===== src/rtl/game_sequencer.sv =====
// game_sequencer
// ---------------------------------------------------------------------------
// Game-flow controller for the VGA ball game. It sequences
// start page -> serve countdown -> run -> miss pause -> game over. It also
// keeps lives, score and speed level, and gates ball motion per video frame.
//
// Ports
//   iCLK           system clock (25 MHz)
//   iRST           synchronous, active-high reset
//   iKEY_START     start-key level (asynchronous, synchronised here)
//   iVSYNC         VGA vertical sync, active-low pulse once per frame
//   iHIT           ball/paddle contact flag, high for one frame per contact
//   iMISS          ball passed the bottom edge, high for one frame
//   oDISPLAY_PAGE  0 = start page, 1 = game page, 2 = game-over page
//   oBALL_EN       ball position update enable
//   oBALL_RST      hold the ball at its launch position
//   oLIVES         remaining lives
//   oSCORE         score (binary, saturating)
//   oLEVEL         speed level 0..7
// ---------------------------------------------------------------------------
module game_sequencer #(
  parameter int LIVES_INIT     = 3,
  parameter int SERVE_FRAMES   = 60,
  parameter int MISS_FRAMES    = 30,
  parameter int HITS_PER_LEVEL = 10,
  parameter int SCORE_MAX      = 9999
) (
  input  logic        iCLK,
  input  logic        iRST,
  input  logic        iKEY_START,
  input  logic        iVSYNC,
  input  logic        iHIT,
  input  logic        iMISS,
  output logic [1:0]  oDISPLAY_PAGE,
  output logic        oBALL_EN,
  output logic        oBALL_RST,
  output logic [2:0]  oLIVES,
  output logic [13:0] oSCORE,
  output logic [2:0]  oLEVEL
);

  typedef enum logic [2:0] {
    IDLE  = 3'd0,
    SERVE = 3'd1,
    RUN   = 3'd2,
    MISS  = 3'd3,
    OVER  = 3'd4
  } state_t;

  localparam logic [2:0]  LIVES_L = 3'(LIVES_INIT);
  localparam logic [7:0]  SERVE_L = 8'(SERVE_FRAMES);
  localparam logic [7:0]  MISS_L  = 8'(MISS_FRAMES);
  localparam logic [7:0]  HPL_L   = 8'(HITS_PER_LEVEL);
  localparam logic [13:0] SMAX_L  = 14'(SCORE_MAX);

  localparam logic [1:0]  PAGE_START = 2'd0;
  localparam logic [1:0]  PAGE_GAME  = 2'd1;
  localparam logic [1:0]  PAGE_OVER  = 2'd2;

  // Bit order of the synchroniser: {miss, hit, vsync, key}.
  // The vsync chain idles high so that leaving reset never fakes a frame edge.
  localparam logic [3:0]  SYNC_INIT = 4'b0010;

  logic [3:0] sync_in;
  logic [3:0] sync_out;

  assign sync_in = {iMISS, iHIT, iVSYNC, iKEY_START};

  genvar gi;
  generate
    for (gi = 0; gi < 4; gi++) begin : g_sync
      logic s1_reg;
      logic s2_reg;
      always_ff @(posedge iCLK) begin
        if (iRST) begin
          s1_reg <= SYNC_INIT[gi];
          s2_reg <= SYNC_INIT[gi];
        end else begin
          s1_reg <= sync_in[gi];
          s2_reg <= s1_reg;
        end
      end
      assign sync_out[gi] = s2_reg;
    end
  endgenerate

  logic key_s, vsync_s, hit_s, miss_s;
  assign key_s   = sync_out[0];
  assign vsync_s = sync_out[1];
  assign hit_s   = sync_out[2];
  assign miss_s  = sync_out[3];

  logic key_d_reg;
  logic vsync_d_reg;

  always_ff @(posedge iCLK) begin
    if (iRST) begin
      key_d_reg   <= 1'b0;
      vsync_d_reg <= 1'b1;
    end else begin
      key_d_reg   <= key_s;
      vsync_d_reg <= vsync_s;
    end
  end

  logic start_pulse;
  logic frame_tick;
  assign start_pulse = key_s & ~key_d_reg;
  assign frame_tick  = vsync_d_reg & ~vsync_s;

  // State and datapath registers
  state_t      state_reg,     state_next;
  logic [7:0]  frame_cnt_reg, frame_cnt_next;
  logic [7:0]  hit_cnt_reg,   hit_cnt_next;
  logic [2:0]  lives_reg,     lives_next;
  logic [13:0] score_reg,     score_next;
  logic [2:0]  level_reg,     level_next;
  logic [1:0]  page_reg,      page_next;
  logic        ball_en_reg,   ball_en_next;
  logic        ball_rst_reg,  ball_rst_next;

  always_ff @(posedge iCLK) begin
    if (iRST) begin
      state_reg     <= IDLE;
      frame_cnt_reg <= 8'd0;
      hit_cnt_reg   <= 8'd0;
      lives_reg     <= 3'd0;
      score_reg     <= 14'd0;
      level_reg     <= 3'd0;
      page_reg      <= PAGE_START;
      ball_en_reg   <= 1'b0;
      ball_rst_reg  <= 1'b1;
    end else begin
      state_reg     <= state_next;
      frame_cnt_reg <= frame_cnt_next;
      hit_cnt_reg   <= hit_cnt_next;
      lives_reg     <= lives_next;
      score_reg     <= score_next;
      level_reg     <= level_next;
      page_reg      <= page_next;
      ball_en_reg   <= ball_en_next;
      ball_rst_reg  <= ball_rst_next;
    end
  end

  // The frame counter never exceeds its limit minus one, so the 8-bit
  // increment cannot wrap before it is compared.
  logic [7:0] frame_inc;
  logic [7:0] hit_inc;
  assign frame_inc = frame_cnt_reg + 8'd1;
  assign hit_inc   = hit_cnt_reg + 8'd1;

  always_comb begin
    state_next     = state_reg;
    frame_cnt_next = frame_cnt_reg;
    hit_cnt_next   = hit_cnt_reg;
    lives_next     = lives_reg;
    score_next     = score_reg;
    level_next     = level_reg;

    unique case (state_reg)
      IDLE, OVER: begin
        // A frame tick coinciding with the start pulse is deliberately not
        // counted: the serve countdown starts from zero.
        if (start_pulse) begin
          lives_next     = LIVES_L;
          score_next     = 14'd0;
          level_next     = 3'd0;
          hit_cnt_next   = 8'd0;
          frame_cnt_next = 8'd0;
          state_next     = SERVE;
        end
      end

      SERVE: begin
        if (frame_tick) begin
          if (frame_inc == SERVE_L) begin
            frame_cnt_next = 8'd0;
            state_next     = RUN;
          end else begin
            frame_cnt_next = frame_inc;
          end
        end
      end

      RUN: begin
        if (frame_tick) begin
          if (miss_s) begin
            // A miss wins over a same-frame hit; that hit is dropped.
            lives_next = lives_reg - 3'd1;
            if (lives_reg == 3'd1) begin
              state_next = OVER;
            end else begin
              frame_cnt_next = 8'd0;
              state_next     = MISS;
            end
          end else if (hit_s) begin
            if (score_reg < SMAX_L) begin
              score_next = score_reg + 14'd1;
            end
            if (hit_inc == HPL_L) begin
              hit_cnt_next = 8'd0;
              if (level_reg != 3'd7) begin
                level_next = level_reg + 3'd1;
              end
            end else begin
              hit_cnt_next = hit_inc;
            end
          end
        end
      end

      MISS: begin
        if (frame_tick) begin
          if (frame_inc == MISS_L) begin
            frame_cnt_next = 8'd0;
            state_next     = SERVE;
          end else begin
            frame_cnt_next = frame_inc;
          end
        end
      end

      default: begin
        state_next = IDLE;
      end
    endcase
  end

  // Outputs are derived from the next state so that they change on the same
  // edge as the state register.
  always_comb begin
    page_next     = PAGE_GAME;
    ball_en_next  = 1'b0;
    ball_rst_next = 1'b1;
    unique case (state_next)
      IDLE:    page_next = PAGE_START;
      OVER:    page_next = PAGE_OVER;
      RUN: begin
        ball_en_next  = 1'b1;
        ball_rst_next = 1'b0;
      end
      default: page_next = PAGE_GAME;
    endcase
  end

  assign oDISPLAY_PAGE = page_reg;
  assign oBALL_EN      = ball_en_reg;
  assign oBALL_RST     = ball_rst_reg;
  assign oLIVES        = lives_reg;
  assign oSCORE        = score_reg;
  assign oLEVEL        = level_reg;

endmodule


===== config.mk =====
export PLATFORM = sky130hd
export DESIGN_NAME = game_sequencer
export DESIGN_NICKNAME = d
export VERILOG_FILES = /design/src/rtl/game_sequencer.sv
export SDC_FILE = /design/constraint.sdc
export NUM_CORES = 1
export LEC_CHECK = 0
export ABC_CLOCK_PERIOD_IN_PS = 3000
export CAP_MARGIN = 20
export CORE_MARGIN = 2
export CORE_UTILIZATION = 56
export DETAILED_ROUTE_END_ITERATION = 16
export GPL_TIMING_DRIVEN = 0
export PLACE_DENSITY = 0.8
export SLEW_MARGIN = 20
export SYNTH_ARGS = -nofsm -noshare
export SYNTH_HDL_FRONTEND = slang
export SYNTH_SLANG_ARGS = --single-unit

===== constraint.sdc =====
create_clock -name iCLK -period 3 [get_ports iCLK]
set_clock_uncertainty 0.2 [all_clocks]
set_input_delay 0.9 -clock iCLK [delete_from_list [all_inputs] [get_ports iCLK]]
set_output_delay 0.9 -clock iCLK [all_outputs]
set_load 0.01 [all_outputs]

==> impl_metrics.tcl <==
set metrics [dict create \
    clk_path_buf_depth 2 \
    ys_async_sr_fraction_pct 0 \
    wl_per_cell_um 14.31 \
    viasPerCell 6.054 \
    fin_crit_sh_pct 85.20 \
    worstMarginPinSlew_ns 0.7834 \
    cp_data_required_time_ns 2.96 \
    antenna_found_initial 0 \
    post-cts-setup-buffer-count 0 \
    path_cells "clkdlybuf4s50_1, clkbuf_1, clkbuf_1, a31oi_1" \
    cp.arrival_ns 2.51 \
    grt_pass1_wl_um 9246 \
    vias 2367 \
    pre_cts_slack_ns 0.1217 \
    multi_input_area_mm2 0.001499 \
    place_area_mm2 0.002985 \
    finalMaxSlewViolations 0 \
    syn_area_mm2 0.002630 \
    setup_viol 0 \
    num_rows 24 \
    synth_cell_types 56 \
    synth_commonest_cells "dfxtp_1, nor2_1, nand2_1, a21oi_1, nand3_1" \
    outcome "finished, final reports clean" \
    layout-drive-gt1-share_pct 7.670 \
    min_path_type "reg -> reg" \
    antenna_cells 0 \
    final_nets 354 \
    synth_edf_count 0 \
    die_h_um 72.53 \
    synth_flop_cell "dfxtp_1" \
    drt_iter0_drc 185 \
    fp.dieW_um 72.53 \
    dp_hpwl_um 3966 \
    seq_area_mm2 0.001061 \
    design_area_mm2 0.003079 \
    synth_top_area_cell "dfxtp_1" \
    slew_headroom_pct 46.42 \
    cp_top_family "buffers and inverters" \
    cpMostUsedCell "clkbuf_1" \
    route.detailed.drc 0 \
    ys_seq_elements 53 \
    port_buffers 29 \
    clk_latency_ns 0.30 \
    cts_root_buf "clkbuf_8" \
    largest_reg_flops 14 \
    n_fill_cell 369 \
    hold_viol_final 0 \
    postSynthAreaPerCell_um2 8.709 \
    worstSetupEndpointType "register" \
    crit_type "in -> reg" \
    cts_tree "done" \
    irDropWorstVdd_mv 0.2980 \
    final_util_pct 69.28 \
    synthesis.nets 318 \
    ios 30 \
    stdcell_count 391 \
    period_minus_slack_ns 2.556 \
    track_usage_pct 21.51 \
    synth-seq-area-share_pct 40.34 \
    rsz0062_at_grt "false" \
    clkSlewWorstSetupHoldPaths_ns 0.10 \
    firstDrtPassIters 4 \
    cts_resized 0 \
    grt_max_degree 19 \
    htreeDepth 2 \
    cts_hold_buf 0 \
    area_growth_pct 17.08 \
    synth_most_common_cell "dfxtp_1" \
    grt_pass1_vias 2073 \
    yosys_warnings 0 \
    cellPowerDensity_mw_per_mm2 391.2 \
    routabilityCongestion 0.8531 \
    drt_wl_total_um 5594 \
    setup_slack_ns 0.4440 \
    synth_area_leaders "dfxtp_1, nor2_1, ha_1, xor2_1, a21oi_1" \
    synthCells 302 \
    max_cap_violations 0 \
    slowest_stage "clkdlybuf4s50_1" \
    cts_buffers 5 \
    core_area_mm2 0.004444 \
    cp.buffers_inverters 3 \
    antenna_left 0 \
    cp_max_fo 10 \
    die_area_mm2 0.005261 \
    dp.cells 383 \
    startpoint_type "input pin" \
    synth_top_cell_area_share_pct 40.34 \
    start_util_pct 59.18 \
    fin_setup_tns_ns 0 \
    p_leak_nw 1.070 \
    clock_sinks 53 \
    fmax_ghz 0.3912 \
    cpPeakStageDelay_ns 0.60 \
    overflow 0 \
]
-- where the power goes --
part | internal [W] | switching [W]
clock network | 0.000171 | 0.000245
registers | 0.000712 | 0.00000487
logic | 0.0000285 | 0.0000435
-- path summary, 6_finish.rpt --
check | end | startpoint | slack, ns | cells after the start
max | oDISPLAY_PAGE[0] | iRST | 0.44 | 4
max reg2reg | frame_cnt_reg[3] | frame_cnt_reg[0] | 0.63 | 6
min | g_sync[1].s2_reg | g_sync[1].s1_reg | 0.22 | 1
min reg2reg | g_sync[1].s2_reg | g_sync[1].s1_reg | 0.22 | 1
-- metal layers --
metal  track usage [%]  part of all wire, %  vias up
li1                  -                    -     1172
met1             29.78                   47     1114
met2             34.55                   48       77
met3             3.472                  4.5        4
met4             6.379                 0.50        0
met5                 0                    0        -
-- per-stage QoR --
stage / total power, W / hold slack [ns]
2_1_floorplan: 0.0007782 / 0.1895
3_3_place_gp: 0.0008032 / 0.1933
3_5_place_dp: 0.0008051 / 0.1989
4_1_cts: 0.001219 / 0.2249
5_1_grt: 0.001253 / 0.2456
6_report: 0.001205 / 0.2194
-- worst register-to-register path, cell delays in order (launching register included) --
cell and delay [ns]:
dfxtp_1 0.47, nand3_2 0.16, o21ai_0 0.36, a21oi_1 0.22, o21ai_2 0.38, nand3_1 0.24
o32ai_1 0.27
-- cell type report --
class                   instances  area share (%)
clock inverters                 3          0.8127
repair buffers                 29           9.427
plain buffers                  12           1.666
flip-flops and latches         53           34.46
inverters                       5          0.6095
well taps                      52           2.113
clock buffers                   5           2.235
multi-input cells             232           48.68
-- cells by family (layout without fill, tap and decap cells) --
logic type / after synthesis / count (layout) / synth area share, %
XOR/XNOR: 15 / 15 / 4.995
multiplexers: 2 / 2 / 0.8087
buffers and inverters: 17 / 54 / 2.664
AND/OR/NAND/NOR: 141 / 141 / 30.07
adder cells (fa/ha/maj): 10 / 10 / 4.757
flip-flops: 53 / 53 / 40.34
AO/OA/AOI/OAI: 64 / 64 / 16.37
-- cells in the final DEF (no fill, tap or decap), drive strengths merged, types with 3 or more instances in the layout --
master	count
nor3	9
nand2b	13
a21oi	16
nor2b	11
ha	10
nand2	17
o21ai	14
and4	4
dfxtp	53
xor2	13
and3	7
or2	4
o22ai	3
nor2	34
clkdlybuf4s50	29
nand3	16
or4	3
inv	7
nand4	7
or3	3
clkbuf	14
buf	3
a31oi	10
nor3b	3
(Power assumes the default switching activity.)
